--- src/rtl/vm_pkg.sv ---
// Shared types and constants for the parametrised vending controller.
package vm_pkg;

  typedef enum logic [1:0] {
    COLLECT = 2'd0,
    VEND    = 2'd1,
    CHANGE  = 2'd2
  } state_t;

  localparam logic [1:0] COIN_NICKLE  = 2'b00;
  localparam logic [1:0] COIN_DIME    = 2'b01;
  localparam logic [1:0] COIN_QUARTER = 2'b10;

  localparam int VAL_NICKLE  = 1;
  localparam int VAL_DIME    = 2;
  localparam int VAL_QUARTER = 5;

endpackage

--- src/rtl/vm_if.sv ---
// Coin, vend and change-hopper signal bundle for vending_controller_param.
// i_refund exists only when VM_REFUND_EN is defined.
interface vm_if #(
  parameter int CREDIT_W = 4,
  parameter int SALES_W  = 8
) ();

  logic                i_nickle;
  logic                i_dime;
  logic                i_quarter;
  logic                i_vend_ready;
  logic                i_change_ready;
`ifdef VM_REFUND_EN
  logic                i_refund;
`endif
  logic [CREDIT_W-1:0] o_credit;
  logic                o_vend_valid;
  logic                o_change_valid;
  logic [1:0]          o_change_coin;
  logic                o_coin_reject;
  logic [SALES_W-1:0]  o_sales_cnt;

  modport master (
    output i_nickle, i_dime, i_quarter, i_vend_ready, i_change_ready,
`ifdef VM_REFUND_EN
    output i_refund,
`endif
    input  o_credit, o_vend_valid, o_change_valid, o_change_coin,
    input  o_coin_reject, o_sales_cnt
  );

  modport slave (
    input  i_nickle, i_dime, i_quarter, i_vend_ready, i_change_ready,
`ifdef VM_REFUND_EN
    input  i_refund,
`endif
    output o_credit, o_vend_valid, o_change_valid, o_change_coin,
    output o_coin_reject, o_sales_cnt
  );

endinterface

--- src/rtl/vm_change_select.sv ---
// Greedy change picker: largest coin not exceeding the remaining credit.
module vm_change_select
  import vm_pkg::*;
#(
  parameter int CREDIT_W = 4
) (
  input  logic [CREDIT_W-1:0] i_credit,
  output logic [1:0]          o_coin,
  output logic [CREDIT_W-1:0] o_value
);

  always_comb begin
    o_coin  = COIN_NICKLE;
    o_value = CREDIT_W'(VAL_NICKLE);
    if (i_credit >= CREDIT_W'(VAL_QUARTER)) begin
      o_coin  = COIN_QUARTER;
      o_value = CREDIT_W'(VAL_QUARTER);
    end else if (i_credit >= CREDIT_W'(VAL_DIME)) begin
      o_coin  = COIN_DIME;
      o_value = CREDIT_W'(VAL_DIME);
    end
  end

endmodule

--- src/rtl/vending_controller_param.sv ---
// Parametrised coin vending controller: collect credit, vend handshake, greedy change.
// Optional refund path enabled by defining VM_REFUND_EN.
module vending_controller_param
  import vm_pkg::*;
#(
  parameter int PRICE    = 4,
  parameter int CREDIT_W = 4,
  parameter int SALES_W  = 8
) (
  input  logic i_clk,
  input  logic i_rst,
  vm_if.slave  bus
);

  localparam logic [CREDIT_W-1:0] PRICE_C = CREDIT_W'(PRICE);

  generate
    if (PRICE < 1 || (2**CREDIT_W - 1) < (PRICE + 4)) begin : g_bad_params
      $error("vending_controller_param: PRICE/CREDIT_W combination can overflow credit");
    end
  endgenerate

  state_t              r_state;
  state_t              w_nextState;
  logic [CREDIT_W-1:0] r_credit;
  logic [CREDIT_W-1:0] w_nextCredit;
  logic [SALES_W-1:0]  r_salesCnt;
  logic                r_reject;
  logic                w_reject;
  logic                w_sale;
  logic                w_anyCoin;
  logic                w_multiCoin;
  logic [CREDIT_W-1:0] w_coinValue;
  logic [1:0]          w_changeCoin;
  logic [CREDIT_W-1:0] w_changeValue;

  vm_change_select #(.CREDIT_W(CREDIT_W)) u_change_select (
    .i_credit (r_credit),
    .o_coin   (w_changeCoin),
    .o_value  (w_changeValue)
  );

  assign w_anyCoin   = bus.i_nickle | bus.i_dime | bus.i_quarter;
  assign w_multiCoin = (bus.i_nickle & bus.i_dime) | (bus.i_nickle & bus.i_quarter) |
                       (bus.i_dime & bus.i_quarter);
  // Priority nickel > dime > quarter; losers are reported via o_coin_reject.
  assign w_coinValue = bus.i_nickle  ? CREDIT_W'(VAL_NICKLE)  :
                       bus.i_dime    ? CREDIT_W'(VAL_DIME)    :
                       bus.i_quarter ? CREDIT_W'(VAL_QUARTER) : '0;

  always_ff @(posedge i_clk or posedge i_rst) begin
    if (i_rst) r_state <= COLLECT;
    else       r_state <= w_nextState;
  end

  always_ff @(posedge i_clk or posedge i_rst) begin
    if (i_rst) begin
      r_credit   <= '0;
      r_salesCnt <= '0;
      r_reject   <= 1'b0;
    end else begin
      r_credit <= w_nextCredit;
      r_reject <= w_reject;
      if (w_sale && (r_salesCnt != '1)) r_salesCnt <= r_salesCnt + 1'b1;
    end
  end

  always_comb begin
    w_nextState  = r_state;
    w_nextCredit = r_credit;
    w_reject     = 1'b0;
    w_sale       = 1'b0;
    case (r_state)
      COLLECT: begin
        w_reject = w_multiCoin;
        if (w_anyCoin) begin
          w_nextCredit = r_credit + w_coinValue;
          if (w_nextCredit >= PRICE_C) w_nextState = VEND;
        end
`ifdef VM_REFUND_EN
        else if (bus.i_refund && (r_credit != '0)) begin
          w_nextState = CHANGE;
        end
`endif
      end
      VEND: begin
        w_reject = w_anyCoin;
        if (bus.i_vend_ready) begin
          w_nextCredit = r_credit - PRICE_C;
          w_sale       = 1'b1;
          w_nextState  = (w_nextCredit != '0) ? CHANGE : COLLECT;
        end
      end
      CHANGE: begin
        w_reject = w_anyCoin;
        if (bus.i_change_ready) begin
          w_nextCredit = r_credit - w_changeValue;
          if (w_nextCredit == '0) w_nextState = COLLECT;
        end
      end
      default: w_nextState = COLLECT;
    endcase
  end

  always_comb begin
    bus.o_credit       = r_credit;
    bus.o_vend_valid   = (r_state == VEND);
    bus.o_change_valid = (r_state == CHANGE);
    bus.o_change_coin  = (r_state == CHANGE) ? w_changeCoin : COIN_NICKLE;
    bus.o_coin_reject  = r_reject;
    bus.o_sales_cnt    = r_salesCnt;
  end

endmodule

--- src/flat_wrapper.sv ---
// flat-port wrapper written by rule: the top's interface ports become plain ports
module vending_controller_param_flat import vm_pkg::*;
#(
  parameter int PRICE    = 4,
  parameter int CREDIT_W = 4,
  parameter int SALES_W  = 8
)
  (i_clk, i_rst, bus_i_nickle, bus_i_dime, bus_i_quarter, bus_i_vend_ready, bus_i_change_ready, bus_o_credit, bus_o_vend_valid, bus_o_change_valid, bus_o_change_coin, bus_o_coin_reject, bus_o_sales_cnt);
  vm_if #(.CREDIT_W(CREDIT_W), .SALES_W(SALES_W)) bus_i ();
  input  logic i_clk;
  input  logic i_rst;
  input wire logic [$bits(bus_i.i_nickle)-1:0] bus_i_nickle;
  input wire logic [$bits(bus_i.i_dime)-1:0] bus_i_dime;
  input wire logic [$bits(bus_i.i_quarter)-1:0] bus_i_quarter;
  input wire logic [$bits(bus_i.i_vend_ready)-1:0] bus_i_vend_ready;
  input wire logic [$bits(bus_i.i_change_ready)-1:0] bus_i_change_ready;
  output wire logic [$bits(bus_i.o_credit)-1:0] bus_o_credit;
  output wire logic [$bits(bus_i.o_vend_valid)-1:0] bus_o_vend_valid;
  output wire logic [$bits(bus_i.o_change_valid)-1:0] bus_o_change_valid;
  output wire logic [$bits(bus_i.o_change_coin)-1:0] bus_o_change_coin;
  output wire logic [$bits(bus_i.o_coin_reject)-1:0] bus_o_coin_reject;
  output wire logic [$bits(bus_i.o_sales_cnt)-1:0] bus_o_sales_cnt;
  assign bus_i.i_nickle = bus_i_nickle;
  assign bus_i.i_dime = bus_i_dime;
  assign bus_i.i_quarter = bus_i_quarter;
  assign bus_i.i_vend_ready = bus_i_vend_ready;
  assign bus_i.i_change_ready = bus_i_change_ready;
  assign bus_o_credit = bus_i.o_credit;
  assign bus_o_vend_valid = bus_i.o_vend_valid;
  assign bus_o_change_valid = bus_i.o_change_valid;
  assign bus_o_change_coin = bus_i.o_change_coin;
  assign bus_o_coin_reject = bus_i.o_coin_reject;
  assign bus_o_sales_cnt = bus_i.o_sales_cnt;
  vending_controller_param #(.PRICE(PRICE), .CREDIT_W(CREDIT_W), .SALES_W(SALES_W)) u_core (.i_clk(i_clk), .i_rst(i_rst), .bus(bus_i));
endmodule
--- config.mk ---
export PLATFORM = sky130hd
export DESIGN_NAME = vending_controller_param_flat
export DESIGN_NICKNAME = d
export VERILOG_FILES = /design/src/rtl/vm_pkg.sv /design/src/rtl/vm_if.sv /design/src/rtl/vm_change_select.sv /design/src/rtl/vending_controller_param.sv /design/src/flat_wrapper.sv
export SDC_FILE = /design/constraint.sdc
export NUM_CORES = 1
export LEC_CHECK = 0
export CORE_AREA = 2 2 58 60
export DETAILED_ROUTE_END_ITERATION = 10
export DIE_AREA = 0 0 60 62
export GPL_TIMING_DRIVEN = 0
export PLACE_DENSITY_LB_ADDON = 0.05
export SYNTH_ARGS = -nofsm -noshare
export SYNTH_HDL_FRONTEND = slang
export SYNTH_HIERARCHICAL = 1
export SYNTH_SLANG_ARGS = --single-unit
--- constraint.sdc ---
create_clock -name i_clk -period 6.25 [get_ports i_clk]
set_input_delay 0.9375 -clock i_clk [delete_from_list [all_inputs] [get_ports i_clk]]
set_output_delay 0.9375 -clock i_clk [all_outputs]
set_load 0.01 [all_outputs]
[After elaboration in Yosys (flattened, before gate mapping)]
Cells that the tools add are included.
Cells by class
  add/subtract/negate cells: 4
  order comparisons: 3
  equal/unequal tests: 8
  muxes and demuxes: 22
  bitwise operators: 7
  reduce and logical (&&, ||, !) cells: 8
Operators by type and width (count)
  4-bit 2-to-1 mux: 5
  2-bit 2-to-1 mux: 9
  4-bit case mux with 3 select lines: 1
  8-bit by 1-bit adder with 8-bit output, second input constant: 1
  4-bit by 3-bit >= comparator with 1-bit output, second input constant: 2
  8-bit inequality test, second input constant: 1
  3-bit 2-to-1 mux: 2
  2-bit by 1-bit inequality test with 1-bit output, second input constant: 3
  2-bit case mux with 3 select lines: 1
  5-bit AND reduction: 1
  4-bit adder: 1
  4-bit by 2-bit >= comparator with 1-bit output, second input constant: 1
  4-bit zero test: 1
  2-bit inequality test, second input constant: 2
  1-bit OR: 4
  4-bit AND reduction: 1
  4-bit nonzero test: 1
  4-bit by 3-bit subtractor with 4-bit output: 1
  4-bit by 3-bit subtractor with 4-bit output, second input constant: 1
  1-bit bitwise AND: 3
  1-bit 2-to-1 mux: 3
  3-bit nonzero test: 1
  2-bit by 1-bit == test with 1-bit output, second input constant: 1
  2-bit == test, second input constant: 1
  4 further kinds: 4
Word-level totals
  bits in registers: 15
  input port bits: 7
  output and inout port bits: 17
  logic and storage cells: 56

[Longest topological paths before layout]
  depth in word-level cells: 8
  mapped depth: 10
  mapped depth without buffers: 9

[By module]
The synthesis kept the hierarchy.
Modules (own cells, without submodules)
  vending_controller_param: times used 1, cells an instance 117, area each 1136.1 um^2, seq. area each 375.4 um^2
  vm_change_select: times used 1, cells an instance 10, area each 70.1 um^2, seq. area each 0.0 um^2

[Least setup slack after synthesis]
OpenSTA, ideal clock, no wires.
  path type: input to register
  start: input port bus_i_dime
  end: register u_core.r_state[1]
  library setup time: 125 ps
  data arrival time: 2425 ps
  data required time: 6125 ps
  setup slack: 3700 ps
  cell stages on the path: 7
  path buffers: 0
  cell sequence: nand2b_1 nand2b_1 ha_1 fa_1 xor2_1 o311ai_1 mux2_4
Between the ends
  word-level cells in the longest chain between the ends: 6
  elaborated cells on any way between the ends: 9
  classes of those cells: add/sub: 1; order compare: 1; eq/ne: 2; mux: 2; bitwise: 2; reduce/logical: 1
RTL lines
  start, declared: RTL line flat_wrapper.sv:13  | input wire logic [$bits(bus_i.i_dime)-1:0] bus_i_dime;
  4-bit 2-to-1 mux: RTL line vending_controller_param.sv:48  | bus.i_dime ? CREDIT_W'(VAL_DIME) :
  4-bit 2-to-1 mux: RTL line vending_controller_param.sv:47  | assign w_coinValue = bus.i_nickle ? CREDIT_W'(VAL_NICKLE) :
  4-bit adder: RTL line vending_controller_param.sv:77  | w_nextCredit = r_credit + w_coinValue;
  4-bit by 3-bit >= comparator with 1-bit output: RTL line vending_controller_param.sv:78  | if (w_nextCredit >= PRICE_C) w_nextState = VEND;
  2-bit by 1-bit inequality test with 1-bit output (no line)
  5-bit AND reduction (no line) *
  end signal, assigned: RTL line vending_controller_param.sv:53  | else r_state <= w_nextState;
  end, declared: RTL line vending_controller_param.sv:23  | state_t r_state;
Every way passes the cells marked *; elsewhere a longest branch is shown, timed or not.
A chain may end at the register's enable or synchronous reset.

[Worst setup path after layout]
Same ends and word-level chain as after synthesis.

==> results.py <==
metrics = {
    "die": {
        "rows": 21,
        "die_w_um": 60,
        "die_y_um": 62,
        "die_area_sq_um": 3720,
        "pin_count": 24,
        "start_util_pct": 37.9,
        "core_area_sq_um": 3180,
    },
    "drt": {
        "drcViolationCount": 0,
        "ant_nets": 0,
        "wl_per_cell_um": 12.1,
        "drt_iter0_drc": 12,
        "drt_wl_total_mm": 2.41,
        "num_vias": 947,
        "vias_per_cell": 4.74,
        "dr.pass1.iters": 4,
    },
    "place": {
        "dp_hpwl_mm": 1.98,
        "place_congestion": 0.775,
        "port_buffers": 23,
    },
    "timing": {
        "slew_headroom_pct": 52.5,
        "setup_tns_ps": 0,
        "hold_viol_final": 0,
        "post-route-min-period_ps": 2890,
        "worst_pin_slew_ps": 703,
        "timing.hold.ws_ps": 488,
        "rsz0062_at_grt": "false",
        "skew_ps": 10.5,
        "setup_viol": 0,
        "max_freq_mhz": 346,
        "finalCritPeriodShare_pct": 46.2,
        "maxSlewViolCount": 0,
    },
    "global_route": {
        "grtUsageTotal_pct": 14.3,
        "grt_max_degree": 16,
        "grt_pass1_wl_mm": 3.96,
        "antenna_found_initial": 0,
        "grt-ovfl-total": 0,
        "first_global_vias": 910,
    },
    "yosys": {
        "ys_ff_latch": 15,
        "yosysSeqAreaShare_pct": 31.1,
        "yosysWarnings": 6,
        "syn_inst": 127,
        "yosys.area.top_type_share_pct": 31.1,
        "yosysUniqueCellTypes": 44,
        "yosysTopAreaCell": "dfrtp_1",
        "synth_edf_count": 0,
        "ys_top_cells_by_count": "dfrtp_1 (15), inv_1 (14), ha_1 (12)",
        "yosys_most_used_dff": "dfrtp_1",
        "synth_nets": 148,
        "syn_area_per_cell_sq_um": 9.50,
        "syn_area_sq_um": 1210,
        "synth.area.top_cells": "dfrtp_1 (31%), ha_1 (12%), xnor2_1 (5.8%)",
        "yosysMostFrequentCell": "dfrtp_1",
        "synthArstFlopShare_pct": 100,
    },
    "power_and_ir_drop": {
        "power_switching_mw": 0.371,
        "p_per_area_nw_per_um2": 530,
        "p_comb_share_pct": 69.1,
        "leakagePower_nw": 0.657,
        "swShare_pct": 46.0,
        "seq_power_share_pct": 24.2,
        "vdd_ir_drop_max_mv": 0.208,
        "pwr-share-clk_pct": 6.7,
        "p_int_mw": 0.435,
    },
    "min_path": {
        "whs_path_depth": 1,
        "hold_end": "u_core/bus.o_sales_cnt[4]",
        "min_from": "u_core/bus.o_sales_cnt[4]",
        "min_path_type": "flop to flop",
    },
    "flow_run": {
        "maxCapViolations": 0,
    },
    "cts": {
        "cts_hold_buf": 0,
        "htreeDepth": 1,
        "ctsResizeCount": 0,
        "cts_made_buffers": 3,
        "cts_tree": "yes",
        "clock_sinks": 15,
        "clockRootBuffer": "clkbuf_4",
        "cts_setup_buffers": 0,
        "clk-insertion-delay-late_ps": 280,
        "cts_max_path_buffers": 2,
        "path_clk_slew_ps": 100,
    },
    "critical_path": {
        "cp_slowest_cell": "clkdlybuf4s50_1",
        "cp_num_cells": 8,
        "start_kind": "input pin",
        "max_stage_delay_ps": 500,
        "crit_buf_inv": 1,
        "cp.required_ps": 6430,
        "reg2reg_setup_slack_ps": 3600,
        "r2r.worst_path.cells": 9,
        "cp.arrival_ps": 3070,
        "r2r-end": "u_core/r_state[1]",
        "end_kind": "flop",
        "path_cells": "clkdlybuf4s50_1, nand2b_1, nand2b_1, ha_1, fa_1, xor2_1, o311ai_1, mux2_4",
        "crit_top_cell": "nand2b_1",
        "crit_fanout": 4,
        "critPathKind": "input pin to flop",
        "path_delay_family": "adder cells",
        "r2r-start": "u_core/bus.o_credit[2]",
    },
    "cells_and_area": {
        "antenna_cells": 0,
        "syn_to_final_growth_pct": 26.1,
        "fin_nets": 176,
        "drive_gt1_share_pct": 8.44,
    },
    "outcome": {
        "status": "completed",
    },
}
## placed cells by master, fill, tap and decap left out, types with 2 or more instances in the layout
cell type,n
nand2b_1,3
inv_1,14
a21oi_1,5
nand3b_1,2
clkdlybuf4s50_1,23
and3_1,2
o211ai_1,2
xor2_1,3
ha_1,12
clkbuf_4,3
nor2_1,9
fa_1,2
buf_4,3
o22ai_1,2
nand3_1,2
nor2b_1,3
nand4_1,6
xnor2_1,8
o21ai_0,3
and2_1,2
dfrtp_1,15
nand2_1,5
## per-stage QoR
step / power [mW] / setup WS (ps) / instances / cell area [sq um] / util [%]
6_report: 0.807 / 3360 / 200 / 1520 / 47.9
5_1_grt: 0.899 / 3230 / 200 / 1520 / 47.9
4_1_cts: 0.819 / 3350 / 200 / 1520 / 47.9
3_5_place_dp: 0.763 / 3050 / 196 / 1490 / 47.0
3_3_place_gp: 0.752 / 3050 / 196 / 1490 / 47.0
2_1_floorplan: 0.586 / 3700 / 127 / 1210 / -
## cell families after synthesis
kind of cell,share of synthesized area (%)
xor gates and xnor gates,7.99
buffers and inverters,6.53
and+or+nand+nor,21.2
DFF,31.1
adders and majority gates,16.6
muxes,2.18
AOI/OAI and AO/OA,14.1
other,0.311
## state kept, by name, summed over array words and instances, names as in the netlist
name and cells:
u_core/bus.o_sales_cnt 8, u_core/bus.o_credit 4, u_core/r_state 2, u_core/bus.o_coin_reject 1
## routing by layer
| layer | global-route usage (%) | up-vias | routed length [um] |
|---|---|---|---|
| met4 | 6.67 | 0 | 26 |
| met1 | 18.4 | 435 | 1080 |
| met2 | 25.0 | 12 | 1270 |
| met3 | 0.621 | 2 | 40 |
| met5 | 0 | - | 0 |
| li1 | - | 498 | - |
## layout make-up
cell class	count	area (sq um)
clock buffers	3	22.5
well taps	46	57.6
flip-flops and latches	15	375
plain buffers	4	26.3
clock inverters	1	5.00
multi-input cells	94	752
fillers	327	1660
inverters	14	52.6
repair buffers	23	230
## worst max path at each step
stage,from,endpoint,slack (ps)
after floorplan,bus_i_dime,u_core/r_state[1],3700
after global placement,bus_i_dime,u_core/r_state[1],3050
after detailed placement,bus_i_dime,u_core/r_state[1],3050
after CTS,u_core/bus.o_credit[2],bus_o_change_coin[0],3350
after global routing,u_core/bus.o_credit[2],bus_o_change_coin[0],3230
final,bus_i_dime,u_core/r_state[1],3360
## power groups by stage
stage | clock, mW | combinational [mW] | sequential, mW
3_3_place_gp | 0 | 0.553 | 0.199
2_1_floorplan | 0 | 0.389 | 0.197
5_1_grt | 0.0624 | 0.631 | 0.205
6_report | 0.0542 | 0.558 | 0.195
3_5_place_dp | 0 | 0.563 | 0.199
4_1_cts | 0.0579 | 0.563 | 0.198
Power figures use the tool's default switching activity.
